### src/rtl/fir_in_pkg.sv
// Shared constants for the FIR sample feeder.
//   DATA_W    : width of one switch sample
//   DEPTH_DEF : default number of sample FIFO entries
//   PTR_W     : FIFO pointer width for the default depth
package fir_in_pkg;
  localparam int DATA_W    = 8;
  localparam int DEPTH_DEF = 4;
  localparam int PTR_W     = $clog2(DEPTH_DEF);
endpackage

### src/rtl/fir_sample_feeder_if.sv
// Sample handshake between the feeder and the FIR stage.
//   sample_data  : FIFO head sample (feeder -> FIR)
//   sample_valid : head holds an unconsumed sample (feeder -> FIR)
//   sample_ready : FIR accepts a sample this cycle (FIR -> feeder)
//   count        : samples currently stored (feeder -> FIR)
//   overflow     : sticky, a capture was dropped (feeder -> FIR)
interface fir_sample_feeder_if
  import fir_in_pkg::*;
#(
  parameter int PW = PTR_W
) ();
  logic [DATA_W-1:0] sample_data;
  logic              sample_valid;
  logic              sample_ready;
  logic [PW:0]       count;
  logic              overflow;

  modport master (
    output sample_data, sample_valid, count, overflow,
    input  sample_ready
  );

  modport slave (
    input  sample_data, sample_valid, count, overflow,
    output sample_ready
  );
endinterface

### src/rtl/debounce_onepulse.sv
// Synchronizes the raw push-button, debounces it and emits one registered
// pulse per accepted 0->1 transition of the debounced level.
//   clk    : system clock
//   rst    : synchronous active-high reset
//   go_raw : raw asynchronous, bouncy button
//   pulse  : one-cycle capture strobe, one per debounced press
module debounce_onepulse #(
  parameter int DEBOUNCE_CYCLES = 16
) (
  input  logic clk,
  input  logic rst,
  input  logic go_raw,
  output logic pulse
);
  localparam int             CW       = (DEBOUNCE_CYCLES > 1) ? $clog2(DEBOUNCE_CYCLES) : 1;
  localparam logic [CW-1:0]  CNT_LAST = CW'(DEBOUNCE_CYCLES - 1);

  logic          r_go_p0;
  logic          r_go_p1;
  logic          r_level;
  logic [CW-1:0] r_cnt;
  logic          r_pulse;
  logic          w_differ;
  logic          w_expire;

  assign w_differ = r_go_p1 ^ r_level;
  // The level flips only after the synchronized input has disagreed with it
  // on DEBOUNCE_CYCLES consecutive edges.
  assign w_expire = w_differ && (r_cnt == CNT_LAST);

  always_ff @(posedge clk) begin
    if (rst) begin
      r_go_p0 <= 1'b0;
      r_go_p1 <= 1'b0;
      r_level <= 1'b0;
      r_cnt   <= '0;
      r_pulse <= 1'b0;
    end else begin
      // Stage p0 -> p1: two-flop synchronizer
      r_go_p0 <= go_raw;
      r_go_p1 <= r_go_p0;
      // Debounce: any agreeing cycle restarts the stability window
      if (!w_differ) begin
        r_cnt <= '0;
      end else if (w_expire) begin
        r_level <= ~r_level;
        r_cnt   <= '0;
      end else begin
        r_cnt <= r_cnt + 1'b1;
      end
      // Registered strobe on the rising toggle only; releases are silent
      r_pulse <= w_expire && !r_level;
    end
  end

  assign pulse = r_pulse;
endmodule

### src/rtl/fir_sample_feeder.sv
// Captures the switch value on each debounced button press and queues it in
// a small FIFO that feeds the FIR stage through a valid/ready handshake.
//   clk  : system clock, rising edge
//   rst  : synchronous active-high reset (clears control, discards samples)
//   in   : asynchronous switch sample value
//   go   : raw asynchronous bouncy push-button
//   bus  : sample handshake (data/valid/count/overflow out, ready in)
module fir_sample_feeder
  import fir_in_pkg::*;
#(
  parameter int DEBOUNCE_CYCLES = 16,
  parameter int DEPTH           = DEPTH_DEF   // power of two, at least 2
) (
  input  logic              clk,
  input  logic              rst,
  input  logic [DATA_W-1:0] in,
  input  logic              go,
  fir_sample_feeder_if.master bus
);
  localparam int            PW       = $clog2(DEPTH);
  localparam logic [PW:0]   FULL_CNT = (PW+1)'(DEPTH);

  logic [DATA_W-1:0] r_in_p0;
  logic [DATA_W-1:0] r_in_p1;
  logic [DATA_W-1:0] r_mem [DEPTH];
  logic [PW-1:0]     r_wr_ptr;
  logic [PW-1:0]     r_rd_ptr;
  logic [PW:0]       r_count;
  logic              r_overflow;
  logic              w_capture;
  logic              w_full;
  logic              w_pop;
  logic              w_accept;

  // Power-of-two depth, so natural pointer rollover is the modulo wrap.
  function automatic logic [PW-1:0] ptr_inc(input logic [PW-1:0] p);
    return p + 1'b1;
  endfunction

  debounce_onepulse #(
    .DEBOUNCE_CYCLES(DEBOUNCE_CYCLES)
  ) u_debounce (
    .clk    (clk),
    .rst    (rst),
    .go_raw (go),
    .pulse  (w_capture)
  );

  always_ff @(posedge clk) begin
    if (rst) begin
      r_in_p0 <= '0;
      r_in_p1 <= '0;
    end else begin
      // Stage p0 -> p1: two-flop synchronizer for the switch value
      r_in_p0 <= in;
      r_in_p1 <= r_in_p0;
    end
  end

  assign w_full   = (r_count == FULL_CNT);
  assign w_pop    = (r_count != '0) && bus.sample_ready;
  // A full FIFO still takes the capture when the head leaves the same cycle.
  assign w_accept = w_capture && (!w_full || w_pop);

  always_ff @(posedge clk) begin
    if (w_accept && !rst) begin
      r_mem[r_wr_ptr] <= r_in_p1;
    end
  end

  always_ff @(posedge clk) begin
    if (rst) begin
      r_wr_ptr   <= '0;
      r_rd_ptr   <= '0;
      r_count    <= '0;
      r_overflow <= 1'b0;
    end else begin
      if (w_accept) r_wr_ptr <= ptr_inc(r_wr_ptr);
      if (w_pop)    r_rd_ptr <= ptr_inc(r_rd_ptr);
      unique case ({w_accept, w_pop})
        2'b10:   r_count <= r_count + 1'b1;
        2'b01:   r_count <= r_count - 1'b1;
        default: r_count <= r_count;
      endcase
      if (w_capture && w_full && !w_pop) r_overflow <= 1'b1;
    end
  end

  // Outputs come straight from registered state; ready only steers the update.
  assign bus.sample_data  = r_mem[r_rd_ptr];
  assign bus.sample_valid = (r_count != '0);
  assign bus.count        = r_count;
  assign bus.overflow     = r_overflow;
endmodule

### src/flat_wrapper.sv
// flat-port wrapper written by rule: the top's interface ports become plain ports
module fir_sample_feeder_flat import fir_in_pkg::*;
#(
  parameter int DEBOUNCE_CYCLES = 16,
  parameter int DEPTH           = DEPTH_DEF                              
)
  (clk, rst, in, go, bus_sample_data, bus_sample_valid, bus_count, bus_overflow, bus_sample_ready);
  fir_sample_feeder_if bus_i ();
  input  logic clk;
  input  logic rst;
  input  logic [DATA_W-1:0] in;
  input  logic go;
  output wire logic [$bits(bus_i.sample_data)-1:0] bus_sample_data;
  output wire logic [$bits(bus_i.sample_valid)-1:0] bus_sample_valid;
  output wire logic [$bits(bus_i.count)-1:0] bus_count;
  output wire logic [$bits(bus_i.overflow)-1:0] bus_overflow;
  input wire logic [$bits(bus_i.sample_ready)-1:0] bus_sample_ready;
  assign bus_sample_data = bus_i.sample_data;
  assign bus_sample_valid = bus_i.sample_valid;
  assign bus_count = bus_i.count;
  assign bus_overflow = bus_i.overflow;
  assign bus_i.sample_ready = bus_sample_ready;
  fir_sample_feeder #(.DEBOUNCE_CYCLES(DEBOUNCE_CYCLES), .DEPTH(DEPTH)) u_core (.clk(clk), .rst(rst), .in(in), .go(go), .bus(bus_i));
endmodule
### config.mk
export PLATFORM = sky130hd
export DESIGN_NAME = fir_sample_feeder_flat
export DESIGN_NICKNAME = d
export VERILOG_FILES = /design/src/rtl/fir_in_pkg.sv /design/src/rtl/fir_sample_feeder_if.sv /design/src/rtl/debounce_onepulse.sv /design/src/rtl/fir_sample_feeder.sv /design/src/flat_wrapper.sv
export SDC_FILE = /design/constraint.sdc
export NUM_CORES = 1
export LEC_CHECK = 0
export CAP_MARGIN = 20
export CORE_AREA = 3 3 79 81
export DETAILED_ROUTE_END_ITERATION = 16
export DIE_AREA = 0 0 82 84
export DONT_BUFFER_PORTS = 1
export PLACE_DENSITY_LB_ADDON = 0.25
export RECOVER_POWER = 100
export SYNTH_ARGS = -nofsm -noshare
export SYNTH_HDL_FRONTEND = slang
export SYNTH_HIERARCHICAL = 1
export SYNTH_SLANG_ARGS = --single-unit
### constraint.sdc
create_clock -name clk -period 1.7 [get_ports clk]
set_input_delay 0.17 -clock clk [delete_from_list [all_inputs] [get_ports clk]]
set_output_delay 0.17 -clock clk [all_outputs]
set_load 0.1 [all_outputs]
# Word level (Yosys, flattened, before mapping)
# Memory sizes are Yosys's and may differ from the RTL's. A register that Yosys moved wholly into a read port is not among the register bits.
# Index checks and enable logic that the tools add are counted.
# word_totals
ff_bits,32
latchBits,0
mem_bits_rw,32
mem_bits_ro,0
output_inout_bits,13
word_cells,45
mem_count,1
# memory_table
memory,words,word_bits,rd,rd_ports_with_merged_regs,wr,line,text
u_core.r_mem,4,8,1,1,1,fir_sample_feeder.sv:25,logic [DATA_W-1:0] r_mem [DEPTH];
# classes
add_sub_neg,5
multipliers,0
div_mod_pow,0
order_cmp,0
n_eq_ne,4
shift,0
n_mux,5
bitwise_logic,3
reduce_logical,16
# op_table
cell,count
1-bit logical AND,7
3-bit one-hot mux with 2 select lines,1
2-bit by 1-bit adder with 2-bit output (second input constant),2
4-bit by 1-bit adder with 4-bit output (second input constant),1
4-bit == test (second input constant),1
1-bit logical NOT,4
2-bit two-way mux,2
3-bit by 1-bit adder with 3-bit output (second input constant),1
3-bit == test (second input constant),1
3-bit nonzero test,1
3-bit OR reduction,1
3-bit by 1-bit subtractor with 3-bit output (second input constant),1
2-bit by 1-bit == test with 1-bit output (second input constant),1
2-bit == test (second input constant),1
1-bit two-way mux,2
1-bit NOT,2
2-bit AND reduction,1
2-bit nonzero test,1
1-bit logical OR,1
1-bit XOR,1

# Longest topological paths before layout
# logic_depth
depth_word,7
depth_mapped,7

# Hierarchy
# The synthesis kept the hierarchy.
# modules_own_cells
mod,instances,cells_per_inst,area_each_um2,seq_area_each_um2
fir_sample_feeder,1,143,2190.9,1481.4
debounce_onepulse,1,25,275.3,160.2

# Least setup slack after synthesis
# Ideal clock, no wire load.
# synth_path
kind,reg2reg
start,"register u_core.r_count[0], in the netlist u_core/bus.count[0]"
end,"register u_core.r_count[1], in the netlist u_core/bus.count[1]"
setup_time_ps,95
arrival_ps,3067
required_ps,1605
slack_ps,-1462
path_stages_with_launch,8
path_buffers,1
period_less_slack_ps,3162
path_cell_list,dfxtp_1 > buf_2 > or3_1 > nand3_1 > fa_1 > inv_1 > o2111ai_1 > a221oi_1
# synth_between
elab_chain_cells,6
elab_cells_between_ends,12
classes_between,2 x add/sub; 3 x eq/ne; 1 x mux; 6 x reduce/logical
# synth_rtl
element,line,text
from (decl),fir_sample_feeder.sv:28,logic [PW:0] r_count;
from (signal assigned),fir_sample_feeder.sv:81,2'b10: r_count <= r_count + 1'b1;
from (signal assigned),fir_sample_feeder.sv:82,2'b01: r_count <= r_count - 1'b1;
from (signal assigned),fir_sample_feeder.sv:83,default: r_count <= r_count;
3-bit nonzero test (*),-,
via bus_sample_valid,flat_wrapper.sv:14,output wire logic [$bits(bus_i.sample_valid)-1:0] bus_sample_valid;
1-bit logical AND (*),fir_sample_feeder.sv:61,assign w_pop = (r_count != '0) && bus.sample_ready;
1-bit logical OR,fir_sample_feeder.sv:63,assign w_accept = w_capture && (!w_full || w_pop);
1-bit logical AND,fir_sample_feeder.sv:63,
2-bit by 1-bit == test with 1-bit output or 2-bit == test (tied branches),fir_sample_feeder.sv:80,"unique case ({w_accept, w_pop})"
3-bit one-hot mux with 2 select lines or 2-bit nonzero test (tied branches),-,
# The timed path passes the listed nets; every way through them passes the cells marked *.
# A chain may end at the register's enable or synchronous reset.

# Final worst setup path
# layout_path
start,"register u_core.r_count[0], in the netlist u_core/bus.count[0]"
end,"register u_core.r_count[1], in the netlist u_core/bus.count[1]"
# layout_between
elab_chain_cells,6
elab_cells_between_ends,12
classes_between,2 x add/sub; 3 x eq/ne; 1 x mux; 6 x reduce/logical
# layout_rtl
element,line
3-bit == test or 3-bit nonzero test (tied branches),"fir_sample_feeder.sv:60, fir_sample_feeder.sv:61"
1-bit logical NOT or 1-bit logical AND (tied branches),"fir_sample_feeder.sv:63, fir_sample_feeder.sv:61"
1-bit logical OR,fir_sample_feeder.sv:63
1-bit logical AND,fir_sample_feeder.sv:63
2-bit by 1-bit == test with 1-bit output or 2-bit == test (tied branches),fir_sample_feeder.sv:80
3-bit one-hot mux with 2 select lines or 2-bit nonzero test (tied branches),-
# Several ways; a longest one is shown, not always the timed one.

==> impl.org <==
** Run status
- Outcome :: finished with violations
- Failing checks :: setup timing

** GRT
- Total track usage :: 0.138
- The via count of the first global-routing pass was approximately 1,500.
- For this run the aggregate overflow at the end of global routing stands at 0.
- The first global-routing pass estimated ~7000 microns of wire.
- The initial antenna violation count came to 0.
- Entering global routing, the biggest net connects 25 pins.

** Clock network
- The tree is rooted in a sky130_fd_sc_hd__clkbuf_8.
- Clock latency at the later pin of the worst-skew pair :: 0.32 ns
- TritonCTS built the clock tree.
- In this run, CTS created clock tree buffers numbering 9.
- Clk pin slew, worst setup/hold paths :: ~0.070 ns
- CTS built an H-tree with a depth of 3.
- For this design, the sink count on the clock tree is 66.
- In this run the deepest clock path goes through 2 buffers.

** Critical path
- Delay-heaviest family, CP :: simple AND/OR/NAND/NOR gates
- Tracing the worst setup path back leads to its startpoint at u_core/bus.count[0]$_SDFFE_PP0P_.
- Master of the slowest instance on the critical path :: sky130_fd_sc_hd__fa_1
- Startpoint Class :: flip-flop
- The signal on the critical path passes through or3_4 -> nand3_2 -> fa_1 -> inv_1 -> o2111ai_2 -> a221oi_2.
- STA classifies the critical path endpoint as a flip-flop.
- Slack of the worst reg-to-reg path :: -0.08 ns
- Type of the worst setup path :: reg2reg
- Data on the critical path is required at its endpoint by around 1.9 ns.
- Worst Reg-to-Reg Cells :: 6
- CP Data Arrival Time :: around 2 ns
- Startpoint of the most critical register-to-register path :: u_core/bus.count[0]$_SDFFE_PP0P_
- Delay contributed by the slowest stage of the critical path :: ~0.42 ns
- Together, buffers and inverters on the worst path number 1.
- Reg-to-reg critical path endpoint :: u_core/bus.count[1]$_SDFFE_PP0P_
- Crit Path Max Fanout :: 2

** Synth
- Cell type contributing the most total cell area after synthesis :: sky130_fd_sc_hd__edfxtp_1
- Library cell with the highest instance count after synthesis :: sky130_fd_sc_hd__dfxtp_1
- For this run, asynchronously set or reset flops after synthesis account for 0.
- Number of storage elements in the synthesis netlist :: 66
- The cell count after synthesis came out at around 170.
- Yosys warns :: 6
- Post-synth top area share :: 0.390
- Post-synthesis instance area :: approximately 2500 sq um
- Most common flop cell mapped by yosys :: sky130_fd_sc_hd__dfxtp_1
- EDFF count, synth :: 32
- The number of nets in the synthesized netlist is approximately 190.
- For this run, the register share of the synthesized area comes to 0.666.
- Top cell types by occurrence after synthesis :: 34 x sky130_fd_sc_hd__dfxtp_1, 32 x sky130_fd_sc_hd__edfxtp_1, 18 x sky130_fd_sc_hd__nor2b_1
- Leading post-synthesis cells by cell area :: sky130_fd_sc_hd__edfxtp_1 39%, sky130_fd_sc_hd__dfxtp_1 28%, sky130_fd_sc_hd__mux4_2 7.3%, sky130_fd_sc_hd__nor2b_1 4.6%, sky130_fd_sc_hd__ha_1 2.5%
- Unique masters post-synth :: 36
- In this run the mean area of a mapped cell was ~15 sq um.

** Detailed routing
- After detailed routing, the total wire length is 4250 microns.
- The first detailed-routing pass ran for 4 iterations.
- The detailed router finished its first iteration with 88 violations.
- Routed vias :: ~1,400
- Once detail routing completed, the nets flagged for antenna violations numbered 0.
- Wire per inst :: 14.5 microns
- Post-detailed-route DRC marker count :: 0
- Detail-routed via count per cell :: ~4.9

** Floorplan
- I/O pin count :: 25
- Total die area :: between 6000 and 7000 sq um
- Starting density of the core :: 0.445
- Vertical die dimension :: about 84 microns
- The floorplan step set the die width to a little over 80 microns.
- Row Count :: 27
- The region available for standard cell placement spans 5540 sq um.

** Power and ir drop
- Summed over all cells, the static leakage comes to between 0.001 and 0.0015 uW.
- Combinational Power Share :: 0.020
- Of the total power, the share spent switching nets is 0.207.
- Portion of total power attributed to the clock network :: 0.380
- Power per cell area :: about 870 nW/um^2
- Register share of total power :: 0.600
- Power Internal :: ~2200 uW
- VDD sags by at most 0.506 mV.
- For this design the total switching power over the nets is 581 uW.

** Final layout
- Synthesis-to-finish area growth :: 31.4%
- Core occupancy in the finished layout :: 0.585
- 0 antenna diodes ended up in the layout.
- In the final design database the tool counted 234 nets.
- Layout cell share with drive strength beyond 1 :: 0.253
- Finished Cell Area :: 3240 sq um

** Placement
- Area of placed instances :: between 2000 and 3000 sq um
- Detailed placement ended at an HPWL of about 2700 microns.
- Final weighted congestion of routability-driven global placement :: 0.817
- Setup slack after placement :: -0.120 ns
- During placement, the flow inserted port buffers numbering 0.

** Worst hold path
- Worst hold path class :: in2reg
- WHS Endpoint :: u_core/bus.count[0]$_SDFFE_PP0P_
- In this run the most critical hold path is launched from rst.
- Counting instances, the worst hold path has a depth of 3.

** Timing
- Clock skew on the completed layout was measured at between 0.01 and 0.015 ns.
- Setup repair after global routing missed its margin :: true
- Actual slew at the worst max-slew pin :: about 0.56 ns
- Setup violations remaining at the end of the flow were counted as 2.
- The final-report max-slew violation count is 0.
- Final critical-path setup slack :: -0.0818 ns
- The worst path in the final design needs a cycle of 1.78 ns, including I/O delays and setup.
- Dividing the final minimum period by the clock period gives 1.05.
- Number of failing hold endpoints at the final stage :: 0
- Slew Limit Headroom :: 0.629
- Highest achievable clock rate :: ~560 MHz

** Flow run
- Max-cap violations in this run came to 0.
cell type report:
class                           instances  area [sq um]
Inverter                                7          26.3
Clock inverter                          6          33.8
Multi-Input combinational cell         86           771
Timing Repair Buffer                   46           538
Tap cell                               72          90.1
Clock buffer                           10           128
Fill cell                             450          2300
Sequential cell                        66          1650
worst reg2reg max path: stages (launching register included):
cell and delay (ns):
sky130_fd_sc_hd__dfxtp_4 0.34, sky130_fd_sc_hd__or3_4 0.39, sky130_fd_sc_hd__nand3_2 0.08, sky130_fd_sc_hd__fa_1 0.42, sky130_fd_sc_hd__inv_1 0.09, sky130_fd_sc_hd__o2111ai_2 0.10
sky130_fd_sc_hd__a221oi_2 0.26
layout by cell type, fill, tap and decap left out, drive strengths merged, types with 2 or more instances in the layout:
cell         synthesis  routed
clkbuf               3      14
clkinv               0       5
nand3b               3       3
inv                  7       7
or3                  3       3
o2111ai              2       2
dlygate4sd3          0      21
mux4                 8       8
o21ai                2       2
buf                  6      21
a21oi                3       3
edfxtp              32      32
o31ai                2       2
nor4b                2       2
ha                   5       5
nor2                12      12
nor2b               18      18
and2                 4       4
nand3                5       5
xor2                 6       6
dfxtp               34      34
per-layer routing:
layer  vias up  share of wire  GRT usage  wire length (microns)
met1       701           0.41      0.162                   1750
met2        30           0.54      0.228                   2270
met5         -              0          0                      0
met4         0         0.0092     0.0589                     39
li1        694              -          -                      -
met3         4          0.042     0.0432                    180
how the worst max path moves through the flow:
stage,end,slack [ns],cells after the start
3_3_place_gp,u_core/bus.count[1]$_SDFFE_PP0P_,0.006,6
5_1_grt,u_core/bus.count[1]$_SDFFE_PP0P_,-0.15,6
2_1_floorplan,u_core/bus.count[1]$_SDFFE_PP0P_,-0.47,7
4_1_cts,u_core/bus.count[1]$_SDFFE_PP0P_,-0.12,6
3_5_place_dp,u_core/bus.count[1]$_SDFFE_PP0P_,-0.12,6
6_report,u_core/bus.count[1]$_SDFFE_PP0P_,-0.08,6
power by group through the flow:
stage / clock network (uW) / logic [uW] / registers, uW
finish: 1070 / 56.7 / 1690
global route: 1160 / 62.2 / 1690
CTS: 1090 / 56.3 / 1690
detailed placement: 0 / 24.0 / 1720
global placement: 0 / 22.9 / 1720
floorplan: 0 / 34.3 / 1720
what timing repair did:
action,in CTS,in global routing
pin swaps,4,4
endpoints found under the setup margin,9,11
buffers inserted,1,0
gates resized for setup,5,2
hold buffers,21,0
endpoints found under the hold margin,30,0
through the flow:
step / setup TNS [ns] / hold slack, ns / instances / power (uW)
finish: -0.116 / 0.0772 / 293 / 2810
global route: -1.14 / 0.0638 / 293 / 2920
CTS: -0.262 / 0.0638 / 293 / 2830
detailed placement: -0.120 / 0.239 / 255 / 1750
global placement: 0 / 0.235 / 255 / 1740
floorplan: -0.876 / 0.242 / 168 / 1750
flip-flops by register name, summed over array words and instances (netlist names), 2 cells and up, named ones only:
name / count
u_core/r_in_p0: 8
u_core/r_in_p1: 8
u_core/bus.count: 3
u_core/r_wr_ptr: 2
u_core/r_rd_ptr: 2
u_core/u_debounce/r_cnt: 4
u_core/r_mem: 32
kinds of logic after synthesis:
kind of cell | Yosys count | synth area share
AOI/OAI and AO/OA | 14 | 0.0391
muxes | 9 | 0.0771
and+or+nand+nor | 50 | 0.128
adders and majority gates | 6 | 0.0335
buffers and inverters | 16 | 0.0315
DFF | 66 | 0.666
xor gates and xnor gates | 7 | 0.0249
No activity file was read; power rests on OpenSTA's default activity.
